$ cat config.mk
export PLATFORM = sky130hd
export DESIGN_NAME = mem_stage_ctrl
export DESIGN_NICKNAME = d
export VERILOG_FILES = /design/src/rtl/mem_stage_pkg.sv /design/src/rtl/mem_access_fsm.sv /design/src/rtl/mem_stage_ctrl.sv
export SDC_FILE = /design/constraint.sdc
export NUM_CORES = 1
export LEC_CHECK = 0
export ABC_CLOCK_PERIOD_IN_PS = 2500
export CORE_ASPECT_RATIO = 0.9
export CORE_MARGIN = 5
export CORE_UTILIZATION = 44
export DETAILED_ROUTE_END_ITERATION = 12
export GPL_TIMING_DRIVEN = 0
export HOLD_SLACK_MARGIN = 0.05
export PLACE_DENSITY = 0.87
export SLEW_MARGIN = 10
export SYNTH_ARGS = -nofsm -noshare
export SYNTH_HDL_FRONTEND = slang
export SYNTH_HIERARCHICAL = 1
export SYNTH_SLANG_ARGS = --single-unit
$ cat constraint.sdc
create_clock -name clk -period 2.5 [get_ports clk]
set_input_delay 0.25 -clock clk [delete_from_list [all_inputs] [get_ports clk]]
set_output_delay 0.25 -clock clk [all_outputs]
set_load 0.005 [all_outputs]
$ cat src/rtl/mem_stage_pkg.sv
// Shared widths, FSM state encoding and abort data for the MEM pipeline stage.
package mem_stage_pkg;

  localparam int unsigned WORD_LEN          = 32;
  localparam int unsigned REG_FILE_ADDR_LEN = 5;

  localparam logic [WORD_LEN-1:0] ABORT_DATA = 32'hDEADBEEF;

  typedef enum logic [1:0] {
    S_IDLE = 2'd0,
    S_WAIT = 2'd1,
    S_DONE = 2'd2
  } state_e;

  // Memory is word addressed; the byte offset bits are dropped.
  function automatic logic [WORD_LEN-1:0] word_align(input logic [WORD_LEN-1:0] addr);
    return {addr[WORD_LEN-1:2], 2'b00};
  endfunction

endpackage

$ cat src/rtl/mem_access_fsm.sv
// Data-memory handshake sequencer: request/stall generation, timeout abort,
// read-data capture and the sticky error flag.
module mem_access_fsm
  import mem_stage_pkg::*;
#(
  parameter int unsigned TIMEOUT = 255
) (
  input  logic                clk,
  input  logic                rst,
  input  logic                access,
  input  logic                we,
  input  logic                ack,
  input  logic [WORD_LEN-1:0] rdata,
  output logic                req,
  output logic                stall,
  output logic [WORD_LEN-1:0] capture,
  output logic                err
);

  localparam int unsigned CNT_W = ($clog2(TIMEOUT + 1) > 8) ? $clog2(TIMEOUT + 1) : 8;

  state_e           state;
  logic [CNT_W-1:0] cnt;

  // Request is combinational so a same-cycle ack completes the access in IDLE.
  assign req   = !rst && ((state == S_IDLE && access) || state == S_WAIT);
  assign stall = !rst && access && (state != S_DONE);

  always_ff @(posedge clk) begin
    if (rst) begin
      state   <= S_IDLE;
      cnt     <= '0;
      capture <= '0;
      err     <= 1'b0;
    end else begin
      case (state)
        S_IDLE: begin
          if (access) begin
            if (ack) begin
              state <= S_DONE;
              if (!we) capture <= rdata;
            end else begin
              state <= S_WAIT;
              cnt   <= '0;
            end
          end
        end
        S_WAIT: begin
          // Ack wins over a timeout landing in the same cycle.
          if (ack) begin
            state <= S_DONE;
            if (!we) capture <= rdata;
          end else if (cnt == CNT_W'(TIMEOUT - 1)) begin
            state <= S_DONE;
            err   <= 1'b1;
            if (!we) capture <= ABORT_DATA;
          end else begin
            cnt <= cnt + CNT_W'(1);
          end
        end
        S_DONE:  state <= S_IDLE;
        default: state <= S_IDLE;
      endcase
    end
  end

endmodule

$ cat src/rtl/mem_stage_ctrl.sv
// MEM pipeline stage: drives the data-memory port, stalls upstream during an
// access and registers the writeback payload (MEM/WB) plus the HI register.
module mem_stage_ctrl
  import mem_stage_pkg::*;
#(
  parameter int unsigned TIMEOUT = 255
) (
  input  logic                         clk,
  input  logic                         rst,
  input  logic                         wb_en_in,
  input  logic                         mem_r_en_in,
  input  logic                         mem_w_en_in,
  input  logic                         comp_en_in,
  input  logic                         mul_en_in,
  input  logic [REG_FILE_ADDR_LEN-1:0] dest_in,
  input  logic [WORD_LEN-1:0]          alu_res_in,
  input  logic [WORD_LEN-1:0]          st_val_in,
  input  logic [WORD_LEN-1:0]          high_in,
  output logic                         mem_req,
  output logic                         mem_we,
  output logic [WORD_LEN-1:0]          mem_addr,
  output logic [WORD_LEN-1:0]          mem_wdata,
  input  logic [WORD_LEN-1:0]          mem_rdata,
  input  logic                         mem_ack,
  output logic                         stall,
  output logic                         wb_en_out,
  output logic                         mem_r_en_out,
  output logic                         comp_en_out,
  output logic [REG_FILE_ADDR_LEN-1:0] dest_out,
  output logic [WORD_LEN-1:0]          alu_res_out,
  output logic [WORD_LEN-1:0]          mem_data_out,
  output logic [WORD_LEN-1:0]          hi_out,
  output logic                         mem_err
);

  logic                access;
  logic [WORD_LEN-1:0] capture;

  assign access    = mem_r_en_in | mem_w_en_in;
  assign mem_we    = mem_w_en_in;
  assign mem_addr  = word_align(alu_res_in);
  assign mem_wdata = st_val_in;

  mem_access_fsm #(
    .TIMEOUT (TIMEOUT)
  ) u_fsm (
    .clk     (clk),
    .rst     (rst),
    .access  (access),
    .we      (mem_w_en_in),
    .ack     (mem_ack),
    .rdata   (mem_rdata),
    .req     (mem_req),
    .stall   (stall),
    .capture (capture),
    .err     (mem_err)
  );

  // MEM/WB register: a stalled cycle inserts a bubble and holds the payload.
  always_ff @(posedge clk) begin
    if (rst) begin
      wb_en_out    <= 1'b0;
      mem_r_en_out <= 1'b0;
      comp_en_out  <= 1'b0;
      dest_out     <= '0;
      alu_res_out  <= '0;
      mem_data_out <= '0;
    end else if (stall) begin
      wb_en_out    <= 1'b0;
      mem_r_en_out <= 1'b0;
      comp_en_out  <= 1'b0;
    end else begin
      wb_en_out    <= wb_en_in;
      mem_r_en_out <= mem_r_en_in;
      comp_en_out  <= comp_en_in;
      dest_out     <= dest_in;
      alu_res_out  <= alu_res_in;
      mem_data_out <= capture;
    end
  end

  always_ff @(posedge clk) begin
    if (rst) begin
      hi_out <= '0;
    end else if (mul_en_in && !stall) begin
      hi_out <= high_in;
    end
  end

endmodule
==> out/metrics.yaml, run 1 <==
synth_top_cell_by_area: "dfxtp_1"
dpl.hpwl_um: 14300
p_total_w: 0.00639
final_layout_size_suffix_gt1_frac: 0.167
outcome: "finished, final reports clean"
arrival_ns: 2.04
cts-root-buf: "clkbuf_16"
synth_top_area_frac: 0.471
synth-seq-area-share: 0.471
fin_worst_skew_ns: 0.00683
r2r_slack_ns: 0.59
dieArea_um2: 16700
powerDensity_nw_per_um2: 645
rsz0062_at_grt: "no"
crit_path_end_kind: "output port"
dpl-instance-area_um2: 9280
fmax_mhz: 436
cp-start-kind: "input pin"
num_rows: 41
grt_max_degree: 17
wl_per_cell_um: 17.6
nNetsFinal: 1045
hold_violations: 0
start_util: 0.447
syn-cell-area_um2: 6250
die_y_um: 123
cts_tree: "yes"
routed_wl_um: 19500
slew_viol_final: 0
vdd_drop_max_uv: 469
area_growth_pct: 58.4
pre_cts_ws_ns: -0.180
grt_pass1_wl_um: 29400
cts_max_path_buffers: 2
clock-sinks: 147
fin_ws_ns: 0.207
timing.setup.tns_ns: 0
cts.reportedPaths.clkPinSlew_ns: 0.06
grt_pass1_vias: 5475
finalCritPeriodShare: 0.917
clk_latency_ns: 0.42
htree_levels: 4
synth_edf_count: 0
avgViaCountPerCell: 4.92
total_leakage_power_nw: 3.87
yosys_most_used_dff: "dfxtp_1"
setup_viol: 0
port_buffers: 278
finalWeightedCongestion: 0.761
drc: 0
hp-class: "input pin to register"
synth-seq-cells: 147
core_um2: 14000
die_w_um: 136
synth_cell_type_count: 45
cts_setup_buffers: 0
grt_use_total: 0.226
antenna_cells: 0
vias: 5446
antenna_found_initial: 0
drt-initial-drc-count: 294
path_class: "input pin to output port"
syn_area_per_cell_um2: 10.4
ctsResizeCount: 1
cts_made_buffers: 17
yosysWarnings: 6
required_ns: 2.25
synth_area_leaders: "dfxtp_1 47%, mux2i_1 11%, buf_4 7.9%"
async_reset_ff_frac: 0
ant_nets: 0
finalInstanceArea_um2: 9900
cap_violations: 0
cts_hold_buf: 0
hold_slack_ns: 0.376
ios: 313
synthCells: 604
drt-pass1-iter-count: 4
grt-ovfl-total: 0
post-route-min-period_ns: 2.29
cp_max_fo: 6
sequential cells by signal, summed over array words and instances (netlist names):
register       flops
dest_out           5
mem_r_en_out       1
u_fsm/capture     32
mem_data_out      32
u_fsm/state        2
alu_res_out       32
u_fsm/cnt          8
hi_out            32
comp_en_out        1
u_fsm/err          1
wb_en_out          1
synth_stat cells, types with 8 or more instances:
cell,n
o21ai_0,9
buf_2,8
nand4bb_1,32
nand2b_1,32
a21oi_1,14
clkbuf_1,18
o21ai_1,32
buf_12,8
mux2i_1,69
dfxtp_1,147
nor2_1,80
nand2_1,14
buf_4,66
o221a_2,23
stage by stage:
stage | cells | util
after floorplan | 605 | -
after global placement | 1076 | 0.663
after detailed placement | 1076 | 0.663
after CTS | 1108 | 0.707
after global routing | 1108 | 0.707
final | 1108 | 0.707
kinds of logic (layout without fill, tap and decap cells):
group / after synthesis / count (layout) / synth area share
adders and majority gates: 2 / 2 / 0.00400
DFF: 147 / 147 / 0.471
xor gates and xnor gates: 2 / 2 / 0.00280
and+or+nand+nor: 182 / 182 / 0.174
muxes: 69 / 69 / 0.110
AOI/OAI and AO/OA: 90 / 90 / 0.102
other: 1 / 2 / 0.000600
buffers and inverters: 111 / 421 / 0.135
power breakdown:
group          leakage [nW]  internal [W]  total [W]  switching [W]
Clock                 0.295       0.00161    0.00267        0.00106
Sequential             1.21       0.00249    0.00258      0.0000854
Combinational          2.37      0.000722    0.00114       0.000416
cells in the final DEF (no fill, tap or decap), types with 5 or more instances in the layout:
| cell type | netlist | layout |
|---|---|---|
| buf_6 | 5 | 5 |
| dfxtp_1 | 147 | 147 |
| o221a_2 | 23 | 23 |
| nand2_1 | 14 | 14 |
| buf_4 | 66 | 66 |
| o21ai_0 | 9 | 9 |
| nand4bb_1 | 32 | 32 |
| nor2_1 | 80 | 80 |
| buf_2 | 8 | 8 |
| clkbuf_1 | 18 | 18 |
| a21oi_1 | 14 | 14 |
| mux2i_1 | 69 | 69 |
| buf_12 | 8 | 8 |
| nand2b_1 | 32 | 32 |
| clkbuf_16 | 0 | 17 |
| o21ai_1 | 32 | 32 |
| clkdlybuf4s50_1 | 0 | 278 |
| inv_1 | 5 | 5 |
routing by layer:
| metal | wire [um] | GRT usage | vias up |
|---|---|---|---|
| li1 | - | - | 2635 |
| met1 | 7540 | 0.265 | 2590 |
| met2 | 9870 | 0.392 | 198 |
| met3 | 1770 | 0.0826 | 23 |
| met4 | 278 | 0.0611 | 0 |
| met5 | 0 | 0 | - |
critical path, cell delays in order:
cell and delay (ns):
clkdlybuf4s50_1 0.52, or2_2 0.19, inv_1 0.06, a211oi_2 0.42, clkdlybuf4s50_1 0.61
cell type report:
class / count / area [um2]
clock inverter: 14 / 178
buffer: 106 / 823
timing repair buffer: 278 / 2780
multi-input combinational: 347 / 2480
tap: 193 / 241
fill: 1068 / 4100
clock buffer: 18 / 439
inverter: 5 / 18.8
sequential: 147 / 2940
worst paths after layout:
kind | cells past startpoint | from | end
worst min register to register | 2 | hi_out[10] | hi_out[10]
worst min-delay path | 3 | mem_rdata[20] | u_fsm/capture[20]
worst max register to register | 7 | u_fsm/state[0] | mem_data_out[20]
worst max-delay path | 5 | mem_w_en_in | stall
Note: power is estimated with default switching activity, not from simulation.
==> run 2, diff against run 1 <==
- CORE_UTILIZATION: 44 -> 43
- PLACE_DENSITY: 0.87 -> 0.86
- SYNTH_HIERARCHICAL: 1 -> not set
==> run 2 against run 1 <==
Net effect: critical path depth unchanged; maximum frequency decreased by 2.2%; sequential cell count unchanged; clock power increased by 3%; clock-buffer cell count increased by 5; critical path type unchanged; critical endpoint unchanged; highest routed layer unchanged.
==> out/metrics.yaml, run 2 <==
outcome: "finished, final reports clean"
p_total_w: 0.00622
setup_viol: 0
synthTopCellsByCount: "160 x nand2_1, 147 x dfxtp_1, 66 x buf_4, 48 x a21oi_1, 46 x o211ai_1"
place_inst: 1131
routed_wl_um: 19200
finalCritPeriodShare: 0.938
synth_edf_count: 0
grt_use_total: 0.226
cap_violations: 0
avgViaCountPerCell: 4.85
syn-cell-area_um2: 6030
num_rows: 41
syn_area_per_cell_um2: 9.14
max-slew-margin-rel: 0.464
cts_made_buffers: 17
synthCells: 660
htree_levels: 4
clock-sinks: 147
yosys_most_used_dff: "dfxtp_1"
finalInstanceArea_um2: 9700
synth_top_family_by_area: "simple AND/OR/NAND/NOR gates"
synth.most_common_cell: "nand2_1"
hold_violations: 0
cts_hold_buf: 0
core_um2: 13900
cp-start-kind: "input pin"
drt-initial-drc-count: 332
synthAdderAreaFrac: 0.00415
cts.reportedPaths.clkPinSlew_ns: 0.06
antenna_found_initial: 0
crit-reg2reg-launch: "u_fsm.cnt[1]"
crit_start: "mem_r_en_in"
fillerInstances: 1060
final_layout_size_suffix_gt1_frac: 0.173
tightestPinTransition_ns: 0.797
port_buffers: 277
crit_path_end_kind: "output port"
synth_mux_area_frac: 0.0430
powerDensity_nw_per_um2: 641
grt_pass1_vias: 5430
pre_cts_ws_ns: -0.420
synth-seq-cells: 147
finalWeightedCongestion: 0.862
yosys.area_share.simple: 0.178
ant_nets: 0
async_reset_ff_frac: 0
path_class: "input pin to output port"
drc: 0
area.sequential_um2: 2940
total_leakage_power_nw: 3.97
antenna_cells: 0
post-route-min-period_ns: 2.34
vdd_drop_max_uv: 476
hold_slack_ns: 0.382
area_growth_pct: 60.8
dpl.hpwl_um: 14400
synth-compound-area-share: 0.164
slew_viol_final: 0
fin_worst_skew_ns: 0.00554
fmax_mhz: 427
cts_max_path_buffers: 2
multi_input_area_um2: 2370
grt_max_degree: 20
hp-class: "input pin to register"
required_ns: 2.25
cts-root-buf: "clkbuf_16"
instances_no_fill: 1162
dpl-instance-area_um2: 9050
synth_area_leaders: "dfxtp_1 49%, nand2_1 10%, buf_4 8.2%"
synth-seq-area-share: 0.488
die_w_um: 135
synth_cell_type_count: 49
cp_max_fo: 19
synth_top_area_frac: 0.488
final_common_cell: "clkdlybuf4s50_1"
start_util: 0.434
yosysWarnings: 0
die_y_um: 122
most-common-layout-cells: "277 x clkdlybuf4s50_1, 160 x nand2_1, 147 x dfxtp_1"
synth_xor_area_frac: 0.00291
hold_start: "mem_w_en_in"
dieArea_um2: 16500
arrival_ns: 2.09
ios: 313
clk_latency_ns: 0.41
grt_pass1_wl_um: 29600
synth_top_cell_by_area: "dfxtp_1"
fin_ws_ns: 0.155
wl_per_cell_um: 16.5
drt-pass1-iter-count: 4
cts_tree: "yes"
nNetsFinal: 1100
vias: 5640
rsz0062_at_grt: "no"
grt-ovfl-total: 0
## run 2: cell count changes after synthesis, sizes merged, moves of 24 or more
cell and delta:
nand2b -32, nor2b +24, o21ai -27, nand2 +147, o211ai +45, nand4bb -32
o221a -24, nor2 -71, a21oi +34, mux2i -69
## run 2: final cells by class
cell class                 instances  area share
clock buffer                      23      0.0513
sequential                       147       0.303
timing repair buffer             278       0.287
tap                              193      0.0249
inverter                           3     0.00116
buffer                           109      0.0732
clock inverter                     8      0.0152
multi-input combinational        401       0.244
## run 2: critical path, stage by stage
cell and delay [ns]:
clkdlybuf4s50_1 0.57, nor2_1 0.16, nor3_4 0.24, buf_4 0.30, clkdlybuf4s50_1 0.56
## run 2: cells by family (layout without fill, tap and decap cells)
kind of cell | after synthesis | count (layout)
buffers and inverters | 113 | 421
XOR/XNOR | 2 | 2
AO/OA/AOI/OAI | 140 | 140
AND/OR/NAND/NOR | 232 | 232
multiplexers | 23 | 23
adder cells (fa/ha/maj) | 2 | 2
flip-flops | 147 | 147
other | 1 | 2
## run 2: path summary, 6_finish.rpt
check                      end  slack [ns]  cells past startpoint
max reg2reg  u_fsm.capture[11]        0.22                      6
max                      stall        0.16                      5
min               u_fsm.cnt[5]        0.38                      4
min reg2reg    alu_res_out[23]        0.43                      2
## run 2: through the flow
stage / utilization / setup TNS (ns)
final: 0.698 / 0
after floorplan: - / 0
after detailed placement: 0.651 / -0.420
after global placement: 0.651 / -0.464
after global routing: 0.698 / 0
after CTS: 0.698 / 0
## run 2: power by group
group	leakage [nW]	total, W	switching [W]	internal, W
clock	0.308	0.00274	0.000946	0.00180
combinational	2.46	0.000954	0.000381	0.000573
sequential	1.20	0.00252	0.0000580	0.00246
## run 2: layer usage
metal  global-route usage  wire, um  up-vias
li1                     -         -     2801
met5                    0         0        -
met4               0.0719       363        0
met2                0.369      9540      157
met1                0.296      8250     2654
met3               0.0586      1060       28
## run 2: what timing repair did
action / CTS / global route
setup buffers: 1 / 0
endpoints found under the setup margin: 1 / 0
resized for setup: 1 / 0
==> run 3, diff against run 2 <==
- CELL_PAD_IN_SITES_DETAIL_PLACEMENT: not set -> 0
- CELL_PAD_IN_SITES_GLOBAL_PLACEMENT: not set -> 2
- CORE_MARGIN: 5 -> not set
- CORE_UTILIZATION: 43 -> 37
- DONT_BUFFER_PORTS: not set -> 1
- PLACE_DENSITY: 0.86 -> not set
- PLACE_DENSITY_LB_ADDON: not set -> 0.1
==> run 3 against run 2 <==
Net effect: global-route usage down 3.3 points; hold slack worse by 0.31 ns; largest power group unchanged; critical path depth unchanged; sequential power is essentially flat.
==> out/metrics.yaml, run 3 (synthesized netlist as in run 2, its figures left out) <==
finalWeightedCongestion: 0.793
cap_violations: 0
setup_viol: 0
grt_pass1_wl_um: 24900
p_total_w: 0.00576
cts_tree: "yes"
fin_worst_skew_ns: 0.00756
port_buffers: 0
die_y_um: 123
start_util: 0.385
most-common-layout-cells: "160 x nand2_1, 147 x dfxtp_1, 105 x dlygate4sd3_1"
num_rows: 43
cts_hold_buf: 105
total_leakage_power_nw: 3.35
tightestPinTransition_ns: 0.952
final_layout_size_suffix_gt1_frac: 0.212
dieArea_um2: 16800
slew_viol_final: 0
cp-start-kind: "register"
ant_nets: 0
final_common_cell: "nand2_1"
ctsResizeCount: 0
hp-class: "input pin to register"
cts-root-buf: "clkbuf_16"
wl_per_cell_um: 16.3
cp_max_fo: 10
grt_max_degree: 17
arrival_ns: 2.02
outcome: "finished, final reports clean"
grt_pass1_vias: 4907
grt_use_total: 0.193
fillerInstances: 1459
clock-sinks: 147
avgViaCountPerCell: 4.98
drc: 0
post-route-min-period_ns: 2.27
ios: 313
finalCritPeriodShare: 0.910
area_growth_pct: 31.7
dpl.hpwl_um: 11700
core_um2: 15700
timing.setup.tns_ns: 0
path_class: "register to output port"
antenna_found_initial: 0
drt-initial-drc-count: 213
hold_violations: 0
antenna_cells: 0
powerDensity_nw_per_um2: 725
die_w_um: 137
cts_made_buffers: 17
fmax_mhz: 440
rsz0062_at_grt: "no"
clk_latency_ns: 0.42
htree_levels: 4
vdd_drop_max_uv: 631
max-slew-margin-rel: 0.360
cts_max_path_buffers: 2
cts.reportedPaths.clkPinSlew_ns: 0.06
required_ns: 2.25
routed_wl_um: 16300
cts_setup_buffers: 0
vias: 4976
drt-pass1-iter-count: 5
crit_path_end_kind: "output port"
nNetsFinal: 928
grt-ovfl-total: 0
[run 3: cell types whose count changed in the layout (fill, tap and decap cells not counted), moves of 2 or more]
cell | before | now
clkinv_4 | 0 | 2
buf_2 | 14 | 16
buf_4 | 68 | 66
clkbuf_8 | 5 | 0
dlygate4sd3_1 | 0 | 105
inv_6 | 0 | 3
clkdlybuf4s50_1 | 277 | 0
[run 3: path summary, 6_finish.rpt]
| kind | slack [ns] | cells past startpoint | endpoint | from |
|---|---|---|---|---|
| setup reg to reg | 0.26 | 6 | u_fsm.capture[7] | u_fsm.cnt[1] |
| hold / removal | 0.07 | 2 | u_fsm.state[1] | rst |
| setup / recovery | 0.23 | 5 | stall | u_fsm.state[0] |
| hold reg to reg | 0.45 | 2 | alu_res_out[2] | alu_res_out[2] |
[run 3: report_power, final]
part | internal (W) | switching [W]
combinational | 0.000303 | 0.000293
sequential | 0.00246 | 0.0000847
clock | 0.00158 | 0.00103
total | 0.00435 | 0.00141
[run 3: cell type report]
type | instances | area [um2] | area share
sequential | 147 | 2940 | 0.370
multi-input combinational | 401 | 2370 | 0.298
timing repair buffer | 105 | 1050 | 0.132
buffer | 110 | 712 | 0.0896
clock buffer | 18 | 429 | 0.0540
tap | 202 | 253 | 0.0318
clock inverter | 14 | 178 | 0.0224
inverter | 3 | 11.3 | 0.00142
[run 3: routing by layer]
metal | global-route usage | vias to the layer above | share of wire
met1 | 0.226 | 2290 | 0.41
met2 | 0.326 | 205 | 0.50
met3 | 0.0611 | 20 | 0.080
met5 | 0 | - | 0
met4 | 0.0799 | 0 | 0.017
li1 | - | 2461 | -
[run 3: critical path, cell delays in order, from the launching register on]
cell and delay (ns):
dfxtp_1 0.31, buf_4 0.16, nor2b_1 0.10, nor3_4 0.38, buf_2 0.36, buf_2 0.28
[run 3: per-stage QoR]
stage / utilization / hold slack (ns) / worst slack [ns] / area (um2) / instances
finish: 0.507 / 0.0695 / 0.226 / 7940 / 1000
global route: 0.507 / 0.0707 / 0.0397 / 7940 / 1000
CTS: 0.507 / 0.0593 / 0.144 / 7940 / 1000
detailed placement: 0.402 / 0.371 / 0.262 / 6290 / 863
global placement: 0.402 / 0.377 / 0.298 / 6290 / 863
floorplan: - / 0.368 / 0.691 / 6030 / 661
